## src/rtl/div_radix.sv

```systemverilog
// Iterative restoring divider (DIV/DIVU/REM/REMU), BITS_PER_CYCLE quotient bits per clock; result_o = {remainder, quotient}.
// Optional `define DIV_EARLY_EXIT_EN skips leading zero dividend digits so that short dividends finish sooner.
module div_radix #(
    parameter int WIDTH          = 32,
    parameter int BITS_PER_CYCLE = 1,
    parameter int ADDR_W         = 5
) (
    input  logic                clk,
    input  logic                rst,
    input  logic [WIDTH-1:0]    dividend_i,
    input  logic [WIDTH-1:0]    divisor_i,
    input  logic [2:0]          op_i,
    input  logic [ADDR_W-1:0]   reg_waddr_i,
    input  logic                start_i,
    input  logic                kill_i,
    output logic [2*WIDTH-1:0]  result_o,
    output logic                ready_o,
    output logic                busy_o,
    output logic [2:0]          op_o,
    output logic [ADDR_W-1:0]   reg_waddr_o
);
    localparam int N  = WIDTH / BITS_PER_CYCLE;
    localparam int CW = $clog2(N + 1);

    generate
        if ((BITS_PER_CYCLE != 1 && BITS_PER_CYCLE != 2 && BITS_PER_CYCLE != 4) ||
            (WIDTH % BITS_PER_CYCLE) != 0) begin : g_bad_param
            $error("div_radix: BITS_PER_CYCLE must be 1, 2 or 4 and divide WIDTH");
        end
    endgenerate

    typedef enum logic [1:0] {IDLE, CALC, FIX} state_t;

    state_t             state, state_nxt;
    logic [WIDTH-1:0]   dvd_q;
    logic [WIDTH-1:0]   dvs_q;
    logic [WIDTH:0]     rem_q;
    logic [WIDTH-1:0]   quo_q;
    logic [CW-1:0]      cnt_q;
    logic               neg_quo;
    logic               neg_rem;

    logic               is_signed, a_neg, b_neg, div_zero, ovf, accept;
    logic [WIDTH-1:0]   a_mag, b_mag;
    logic [WIDTH-1:0]   load_dvd;
    logic [CW-1:0]      load_cnt;
    logic [WIDTH:0]     step_rem;
    logic [WIDTH-1:0]   step_dvd, step_quo;
    logic [WIDTH-1:0]   fix_rem, fix_quo;

    assign is_signed = ~op_i[0];
    assign a_neg     = is_signed & dividend_i[WIDTH-1];
    assign b_neg     = is_signed & divisor_i[WIDTH-1];
    assign a_mag     = a_neg ? (~dividend_i + 1'b1) : dividend_i;
    assign b_mag     = b_neg ? (~divisor_i + 1'b1) : divisor_i;
    assign div_zero  = (divisor_i == '0);
    assign ovf       = is_signed && (dividend_i == {1'b1, {(WIDTH-1){1'b0}}}) && (divisor_i == '1);
    assign accept    = start_i & ~kill_i;
    assign busy_o    = (state != IDLE);

`ifdef DIV_EARLY_EXIT_EN
    logic [CW-1:0] lz;
    logic          lz_done;

    always_comb begin
        lz      = '0;
        lz_done = 1'b0;
        for (int i = N - 1; i >= 0; i--) begin
            if (!lz_done && a_mag[i*BITS_PER_CYCLE +: BITS_PER_CYCLE] == '0) begin
                lz = lz + CW'(1);
            end else begin
                lz_done = 1'b1;
            end
        end
    end

    // A zero dividend still runs one CALC cycle so FIX always follows CALC.
    assign load_dvd = a_mag << (lz * BITS_PER_CYCLE);
    assign load_cnt = (lz == CW'(N)) ? CW'(1) : (CW'(N) - lz);
`else
    assign load_dvd = a_mag;
    assign load_cnt = CW'(N);
`endif

    always_comb begin
        step_rem = rem_q;
        step_dvd = dvd_q;
        step_quo = quo_q;
        for (int k = 0; k < BITS_PER_CYCLE; k++) begin
            step_rem = {step_rem[WIDTH-1:0], step_dvd[WIDTH-1]};
            step_dvd = {step_dvd[WIDTH-2:0], 1'b0};
            if (step_rem >= {1'b0, dvs_q}) begin
                step_rem = step_rem - {1'b0, dvs_q};
                step_quo = {step_quo[WIDTH-2:0], 1'b1};
            end else begin
                step_quo = {step_quo[WIDTH-2:0], 1'b0};
            end
        end
    end

    assign fix_rem = neg_rem ? (~rem_q[WIDTH-1:0] + 1'b1) : rem_q[WIDTH-1:0];
    assign fix_quo = neg_quo ? (~quo_q + 1'b1) : quo_q;

    always_comb begin
        state_nxt = state;
        case (state)
            IDLE: if (accept && !div_zero && !ovf) state_nxt = CALC;
            CALC: begin
                if (kill_i) begin
                    state_nxt = IDLE;
                end else if (cnt_q == CW'(1)) begin
                    state_nxt = FIX;
                end
            end
            FIX:     state_nxt = IDLE;
            default: state_nxt = IDLE;
        endcase
    end

    always_ff @(posedge clk) begin
        if (rst) begin
            state <= IDLE;
        end else begin
            state <= state_nxt;
        end
    end

    always_ff @(posedge clk) begin
        if (rst) begin
            ready_o     <= 1'b0;
            result_o    <= '0;
            op_o        <= '0;
            reg_waddr_o <= '0;
            dvd_q       <= '0;
            dvs_q       <= '0;
            rem_q       <= '0;
            quo_q       <= '0;
            cnt_q       <= '0;
            neg_quo     <= 1'b0;
            neg_rem     <= 1'b0;
        end else begin
            ready_o <= 1'b0;
            case (state)
                IDLE: begin
                    if (accept) begin
                        op_o        <= op_i;
                        reg_waddr_o <= reg_waddr_i;
                        if (div_zero) begin
                            result_o <= {dividend_i, {WIDTH{1'b1}}};
                            ready_o  <= 1'b1;
                        end else if (ovf) begin
                            result_o <= {{WIDTH{1'b0}}, dividend_i};
                            ready_o  <= 1'b1;
                        end else begin
                            dvd_q   <= load_dvd;
                            dvs_q   <= b_mag;
                            rem_q   <= '0;
                            quo_q   <= '0;
                            cnt_q   <= load_cnt;
                            neg_quo <= a_neg ^ b_neg;
                            neg_rem <= a_neg;
                        end
                    end
                end
                CALC: begin
                    if (!kill_i) begin
                        rem_q <= step_rem;
                        dvd_q <= step_dvd;
                        quo_q <= step_quo;
                        cnt_q <= cnt_q - CW'(1);
                    end
                end
                FIX: begin
                    if (!kill_i) begin
                        result_o <= {fix_rem, fix_quo};
                        ready_o  <= 1'b1;
                    end
                end
                default: ;
            endcase
        end
    end
endmodule

```

## config.mk

```make
export PLATFORM = sky130hd
export DESIGN_NAME = div_radix
export DESIGN_NICKNAME = d
export VERILOG_FILES = /design/src/rtl/div_radix.sv
export SDC_FILE = /design/constraint.sdc
export NUM_CORES = 1
export LEC_CHECK = 0
export ABC_AREA = 0
export BUFFER_PORTS_ARGS = -buffer_cell sky130_fd_sc_hd__buf_4
export CAP_MARGIN = 30
export CORE_MARGIN = 3
export CORE_UTILIZATION = 55
export CTS_CLUSTER_DIAMETER = 120
export CTS_CLUSTER_SIZE = 14
export DETAILED_ROUTE_END_ITERATION = 7
export PLACE_DENSITY = 0.85
export SLEW_MARGIN = 10
export SYNTH_ARGS = -nofsm -noshare
export SYNTH_HDL_FRONTEND = slang
export SYNTH_SLANG_ARGS = --single-unit
```

## constraint.sdc

```tcl
create_clock -name clk -period 3.3 [get_ports clk]
set_input_delay 0.495 -clock clk [delete_from_list [all_inputs] [get_ports clk]]
set_output_delay 0.495 -clock clk [all_outputs]
set_load 0.1 [all_outputs]
```

==> results.json, run 1 <==
{
  "outcome": "finished, final reports clean",
  "htreeDepth": 1,
  "synth_compound_area_frac": 0.245,
  "fin_tns_setup_ns": 0,
  "clock_skew_ns": 0.0228,
  "synth-simple-area-share": 0.235,
  "rows": 55,
  "syn_to_final_growth_pct": 16.6,
  "core_area_um2": 22800,
  "slew_violations": 0,
  "cp_slowest_stage_delay_ns": 0.42,
  "wirelength_um": 40700,
  "critPathSlowestCell": "fa_1",
  "setup-violations-final": 0,
  "cts_resized": 0,
  "synth-main-ff-cell": "dfxtp_1",
  "hp-start": "op_i[2]",
  "yosys.cell_types.count": 75,
  "max-slew-margin-rel": 0.471,
  "hold-worst-slack_ns": 0.254,
  "cts_tree": "done",
  "crit_fanout": 5,
  "powerDensity_nw_per_um2": 396,
  "crit_start": "dvd_q[31]",
  "critical_path_required_ns": 3.69,
  "ant_nets": 0,
  "antenna_found_initial": 1,
  "syn_inst": 1698,
  "ys_ff_latch": 211,
  "synth_edf_count": 0,
  "top_level_ports": 150,
  "drt-initial-drc-count": 1400,
  "crit_type": "reg -> reg",
  "numCtsBuffers": 19,
  "start_util": 0.565,
  "r2r_cells": 14,
  "netlist_top_cells_area": "dfxtp_1, nor2_1, a211oi_1",
  "grt_pass1_vias": 12400,
  "drc": 0,
  "globalRouteOverflowTotal": 0,
  "hold_viol_final": 0,
  "syn_area_um2": 12900,
  "syn_avg_cell_area_um2": 7.60,
  "max_clock_freq_mhz": 325,
  "cts_buffer_depth": 3,
  "holdPathStages": 3,
  "gp_congestion": 0.973,
  "vias_per_cell": 6.27,
  "postCtsHoldBufs": 0,
  "clk_pin_slew_ns": 0.07,
  "fp.dieW_um": 159,
  "drt-pass1-iter-count": 7,
  "synthTopCellsByCount": "nor2_1, dfxtp_1, nand2_1",
  "fin_crit_sh": 0.931,
  "fp.dieArea_um2": 25300,
  "hold_class": "in -> reg",
  "die_y_um": 159,
  "final-seq-area_um2": 4220,
  "cp.arrival_ns": 3.46,
  "nFillCells": 1978,
  "grt_usage": 0.305,
  "async_flop_share": 0,
  "period_needed_ns": 3.07,
  "post-cts-setup-buffers": 0,
  "dp_hpwl_um": 30400,
  "layout-drive-gt1-share": 0.147,
  "synthAdderAreaFrac": 0.0394,
  "r2r-start": "dvd_q[31]",
  "yosys_warnings": 0,
  "vias": 13300,
  "insertion_delay_ns": 0.50,
  "synth_xor_xnor_area_share": 0.0964,
  "cts_sinks": 211,
  "post_drt_wl_per_cell_um": 19.1,
  "synthMuxAreaShare": 0.00398,
  "synth_top_family_by_area": "compound AO/OA/AOI/OAI gates",
  "synth_top_cell_by_area": "dfxtp_1",
  "yosysSeqAreaShare": 0.327,
  "ir_drop_v": 0.000310,
  "syn-num-nets": 1814,
  "maxCapViolations": 0,
  "yosys.cell_count.top_type": "nor2_1",
  "grt_pass1_wl_um": 64800,
  "diodes": 0,
  "p_leak_nw": 5.96,
  "cts_root_buffer": "clkbuf_16",
  "crit_path_cell_trace": "inv_1 > ha_1 > inv_1 > fa_1 > a211oi_1 > o21bai_1 > a211oi_2 > buf_4 > buf_4 > o21ai_0 > nor4_1 > a311oi_1 > nand2_1 > nand3_1",
  "end_kind": "flip-flop",
  "cp-start-kind": "flip-flop",
  "multiInputGateArea_um2": 8050,
  "grt_start_max_net_pins": 74,
  "numPortBuffers": 149,
  "rsz0062_at_grt": "false",
  "layout.nets": 1927,
  "tightest_slew_ns": 0.794,
  "yosysTopAreaCellShare": 0.327
}
## layer usage
layer / global-route usage / share of wire
met2: 0.493 / 0.45
met1: 0.404 / 0.41
met5: 0 / 0
met3: 0.0617 / 0.090
met4: 0.119 / 0.042
## critical path, delay by kind of cell (launching register included)
kind,cells,cell delay [ns]
and+or+nand+nor,3,0.49
DFF,1,0.30
AOI/OAI and AO/OA,5,1.07
buffers and inverters,4,0.49
adders and majority gates,2,0.60
## metrics by stage
step           std cells  power [mW]   util  cell area, µm²  setup slack, ns
2_1_floorplan       1698        3.58      -           12900            0.398
3_3_place_gp        2102        3.98  0.636           14500            0.190
3_5_place_dp        2102        4.00  0.636           14500           0.0681
4_1_cts             2123        5.96  0.657           15000            0.171
5_1_grt             2124        6.18  0.658           15000            0.142
6_report            2124        5.95  0.658           15000            0.227
## registers in the layout (all words and copies together) (netlist names), 3 cells and up
signal	cells
dvd_q	32
dvs_q	32
reg_waddr_o	5
op_o	3
cnt_q	6
rem_q	32
quo_q	32
result_o	64
## area by class of cell
type | instances | area share
clock buffers | 20 | 0.0319
clock inverters | 1 | 0.00108
repair buffers | 211 | 0.112
well taps | 313 | 0.0260
flip-flops and latches | 211 | 0.281
multi-input cells | 1315 | 0.535
inverters | 53 | 0.0132
## where the power goes
| group | switching, mW | internal [mW] |
|---|---|---|
| Combinational | 0.822 | 0.478 |
| Clock | 0.944 | 1.03 |
| Sequential | 0.0470 | 2.63 |
## cell usage in the layout (no fill, tap or decap), drive strengths merged, types with 25 or more instances in the layout
cell type,n
nor2,275
dfxtp,211
buf,211
nand2,120
a21oi,115
a211oi,99
o21ai,79
xnor2,73
nand3,71
xor2,69
nor3,69
inv,53
a22oi,47
ha,39
o31ai,29
nand4,25
## final timing paths
path	slack [ns]	endpoint
worst min register to register	0.46	dvd_q[0]
worst max register to register	0.23	rem_q[20]
worst min-delay path	0.25	op_o[2]
worst max-delay path	0.23	rem_q[20]
## cells by family (layout without fill, tap and decap cells)
family / Yosys count / after routing
adders and majority gates: 40 / 40
muxes: 5 / 5
and+or+nand+nor: 656 / 656
AOI/OAI and AO/OA: 472 / 472
xor gates and xnor gates: 142 / 142
buffers and inverters: 172 / 285
DFF: 211 / 211
(Power assumes the default switching activity.)
==> run 2, diff against run 1 <==
ABC_AREA = 1   (was 0)
BUFFER_PORTS_ARGS = -buffer_cell sky130_fd_sc_hd__buf_2   (was -buffer_cell sky130_fd_sc_hd__buf_4)
PLACE_DENSITY = 0.84   (was 0.85)
==> run 2 against run 1 <==
Effect of this change:
- clock power increased by 3%
- global-route usage grew 4.0 points
- power grew 5.5%
- maximum frequency up 0.80%
- sequential power about the same
- clock-buffer cell count decreased by 1
- clock skew decreased by 0.0071 ns
- critical endpoint is now rem_q[27]
- highest routed layer is now met5
==> results.json, run 2 <==
{
  "outcome": "finished, final reports clean",
  "postCtsHoldBufs": 0,
  "critical_path_required_ns": 3.73,
  "numPortBuffers": 149,
  "die_y_um": 174,
  "syn_to_final_growth_pct": 10.3,
  "wirelength_um": 54600,
  "routed-wl-met3_um": 6170,
  "cp_slowest_stage_delay_ns": 0.36,
  "synth_compound_area_frac": 0.129,
  "wl_met1_um": 23300,
  "routed-wl-met2_um": 23600,
  "syn_avg_cell_area_um2": 5.75,
  "period_needed_ns": 3.05,
  "syn-num-nets": 2821,
  "maxCapViolations": 0,
  "synth-simple-area-share": 0.424,
  "cts_resized": 0,
  "drt-initial-drc-count": 2243,
  "yosys_warnings": 0,
  "cp-start-kind": "flip-flop",
  "max_clock_freq_mhz": 328,
  "crit_fanout": 27,
  "grt_pass1_wl_um": 86200,
  "dp.cells": 3162,
  "cts_sinks": 211,
  "cp.arrival_ns": 3.48,
  "cts_root_buffer": "clkbuf_16",
  "design_area_um2": 17200,
  "critPathSlowestCell": "dfxtp_1",
  "synthTopCellsByCount": "nand2_1, nor2_1, inv_1",
  "p_leak_nw": 8.60,
  "cp_top_family": "simple AND/OR/NAND/NOR gates",
  "cp.depth": 16,
  "synth_edf_count": 0,
  "post-cts-setup-buffers": 0,
  "numCtsBuffers": 19,
  "setup-violations-final": 0,
  "fp.dieW_um": 174,
  "post_drt_wl_per_cell_um": 17.1,
  "holdPathStages": 3,
  "clock_skew_ns": 0.0157,
  "vias_per_cell": 5.65,
  "utilization": 0.627,
  "mostFrequentLayoutCells": "nand2_1, nor2_1, inv_1",
  "syn_inst": 2705,
  "critPathMostFrequentCell": "nand2_1",
  "core_area_um2": 27400,
  "layout-drive-gt1-share": 0.106,
  "synthAdderAreaFrac": 0.0326,
  "async_flop_share": 0,
  "total_power_mw": 6.28,
  "cts_buffer_depth": 3,
  "tightest_slew_ns": 0.818,
  "grt_pass1_vias": 16300,
  "yosysSeqAreaShare": 0.271,
  "yosys.cell_count.top_type": "nand2_1",
  "drt-pass1-iter-count": 8,
  "dp_hpwl_um": 41400,
  "cts_tree": "done",
  "synth_xor_xnor_area_share": 0.0264,
  "top_level_ports": 150,
  "regMostFlops": "result_o",
  "synth_top_family_by_area": "simple AND/OR/NAND/NOR gates",
  "powerDensity_nw_per_um2": 366,
  "slew_violations": 0,
  "rows": 60,
  "ir_drop_v": 0.000342,
  "fp.dieArea_um2": 30400,
  "setup_ws_ns": 0.251,
  "rsz0062_at_grt": "false",
  "layout.nets": 2928,
  "crit_path_cell_trace": "inv_1 > ha_1 > nand2_1 > nor2_1 > nand2_1 > nor2_1 > nand2_1 > nand3_1 > nor2_2 > buf_8 > nand2_1 > buf_4 > nand2_1 > nand2_1 > nand2_1 > a21oi_1",
  "grt_start_max_net_pins": 68,
  "placed_area_um2": 16700,
  "yosysTopAreaCellShare": 0.271,
  "htreeDepth": 1,
  "fin_tns_setup_ns": 0,
  "syn_area_um2": 15600,
  "netlist_top_cells_area": "dfxtp_1, nand2_1, nor2_1",
  "clk_pin_slew_ns": 0.08,
  "fin_crit_sh": 0.924,
  "worst-path-buf-inv": 3,
  "ant_nets": 0,
  "crit_type": "reg -> reg",
  "hold_class": "in -> reg",
  "dr.max_layer_used": "met5",
  "synthMuxAreaShare": 0,
  "gp_congestion": 0.983,
  "end_kind": "flip-flop",
  "yosys.cell_types.count": 46,
  "hold_viol_final": 0,
  "max-slew-margin-rel": 0.455,
  "layout.cells.most_common": "nand2_1",
  "synth_top_cell_by_area": "dfxtp_1",
  "synth-main-ff-cell": "dfxtp_1",
  "fin_cells": 3185,
  "pre_cts_ws_ns": 0.0501,
  "globalRouteOverflowTotal": 0,
  "ys_ff_latch": 211,
  "grt_usage": 0.345,
  "drc": 0,
  "largest_reg_flops": 64,
  "start_util": 0.568,
  "hold-worst-slack_ns": 0.217,
  "r2r_cells": 16,
  "insertion_delay_ns": 0.51,
  "vias": 18000,
  "antenna_found_initial": 1
}
[run 2: area by class of cell]
type	instances	area (µm²)
multi-input combinational	2036	9550
timing repair buffer	192	1110
inverter	352	1320
fill	2722	10200
clock buffer	19	475
tap	372	465
antenna	1	2.50
clock inverter	2	17.5
sequential	211	4220
[run 2: path summary, 6_finish.rpt]
check	slack, ns	startpoint	to
worst max-delay path	0.25	dvs_q[9]	rem_q[27]
worst min-delay path	0.22	reg_waddr_i[1]	reg_waddr_o[1]
worst max register to register	0.25	dvs_q[9]	rem_q[27]
worst min register to register	0.47	dvd_q[25]	dvd_q[25]
[run 2: worst reg2reg max path, stage by stage (launching register included)]
cell	delay (ns)
dfxtp_1	0.36
inv_1	0.11
ha_1	0.37
nand2_1	0.12
nor2_1	0.26
nand2_1	0.09
nor2_1	0.16
nand2_1	0.12
nand3_1	0.11
nor2_2	0.07
buf_8	0.17
nand2_1	0.09
buf_4	0.31
nand2_1	0.29
nand2_1	0.14
nand2_1	0.06
a21oi_1	0.13
[run 2: metal layers]
layer,GRT usage,up-vias
met1,0.490,8107
met4,0.0865,2
met5,0,-
met2,0.542,1005
li1,-,8759
met3,0.0653,128
[run 2: logic make-up after synthesis]
group | Yosys count
AND/OR/NAND/NOR | 1574
buffers and inverters | 458
AO/OA/AOI/OAI | 375
flip-flops | 211
XOR/XNOR | 47
adder cells (fa/ha/maj) | 40
[run 2: power breakdown]
part / switching, mW / internal, mW / leakage, nW
registers: 0.0529 / 2.64 / 1.72
clock network: 1.01 / 1.03 / 0.243
logic: 1.14 / 0.406 / 6.64
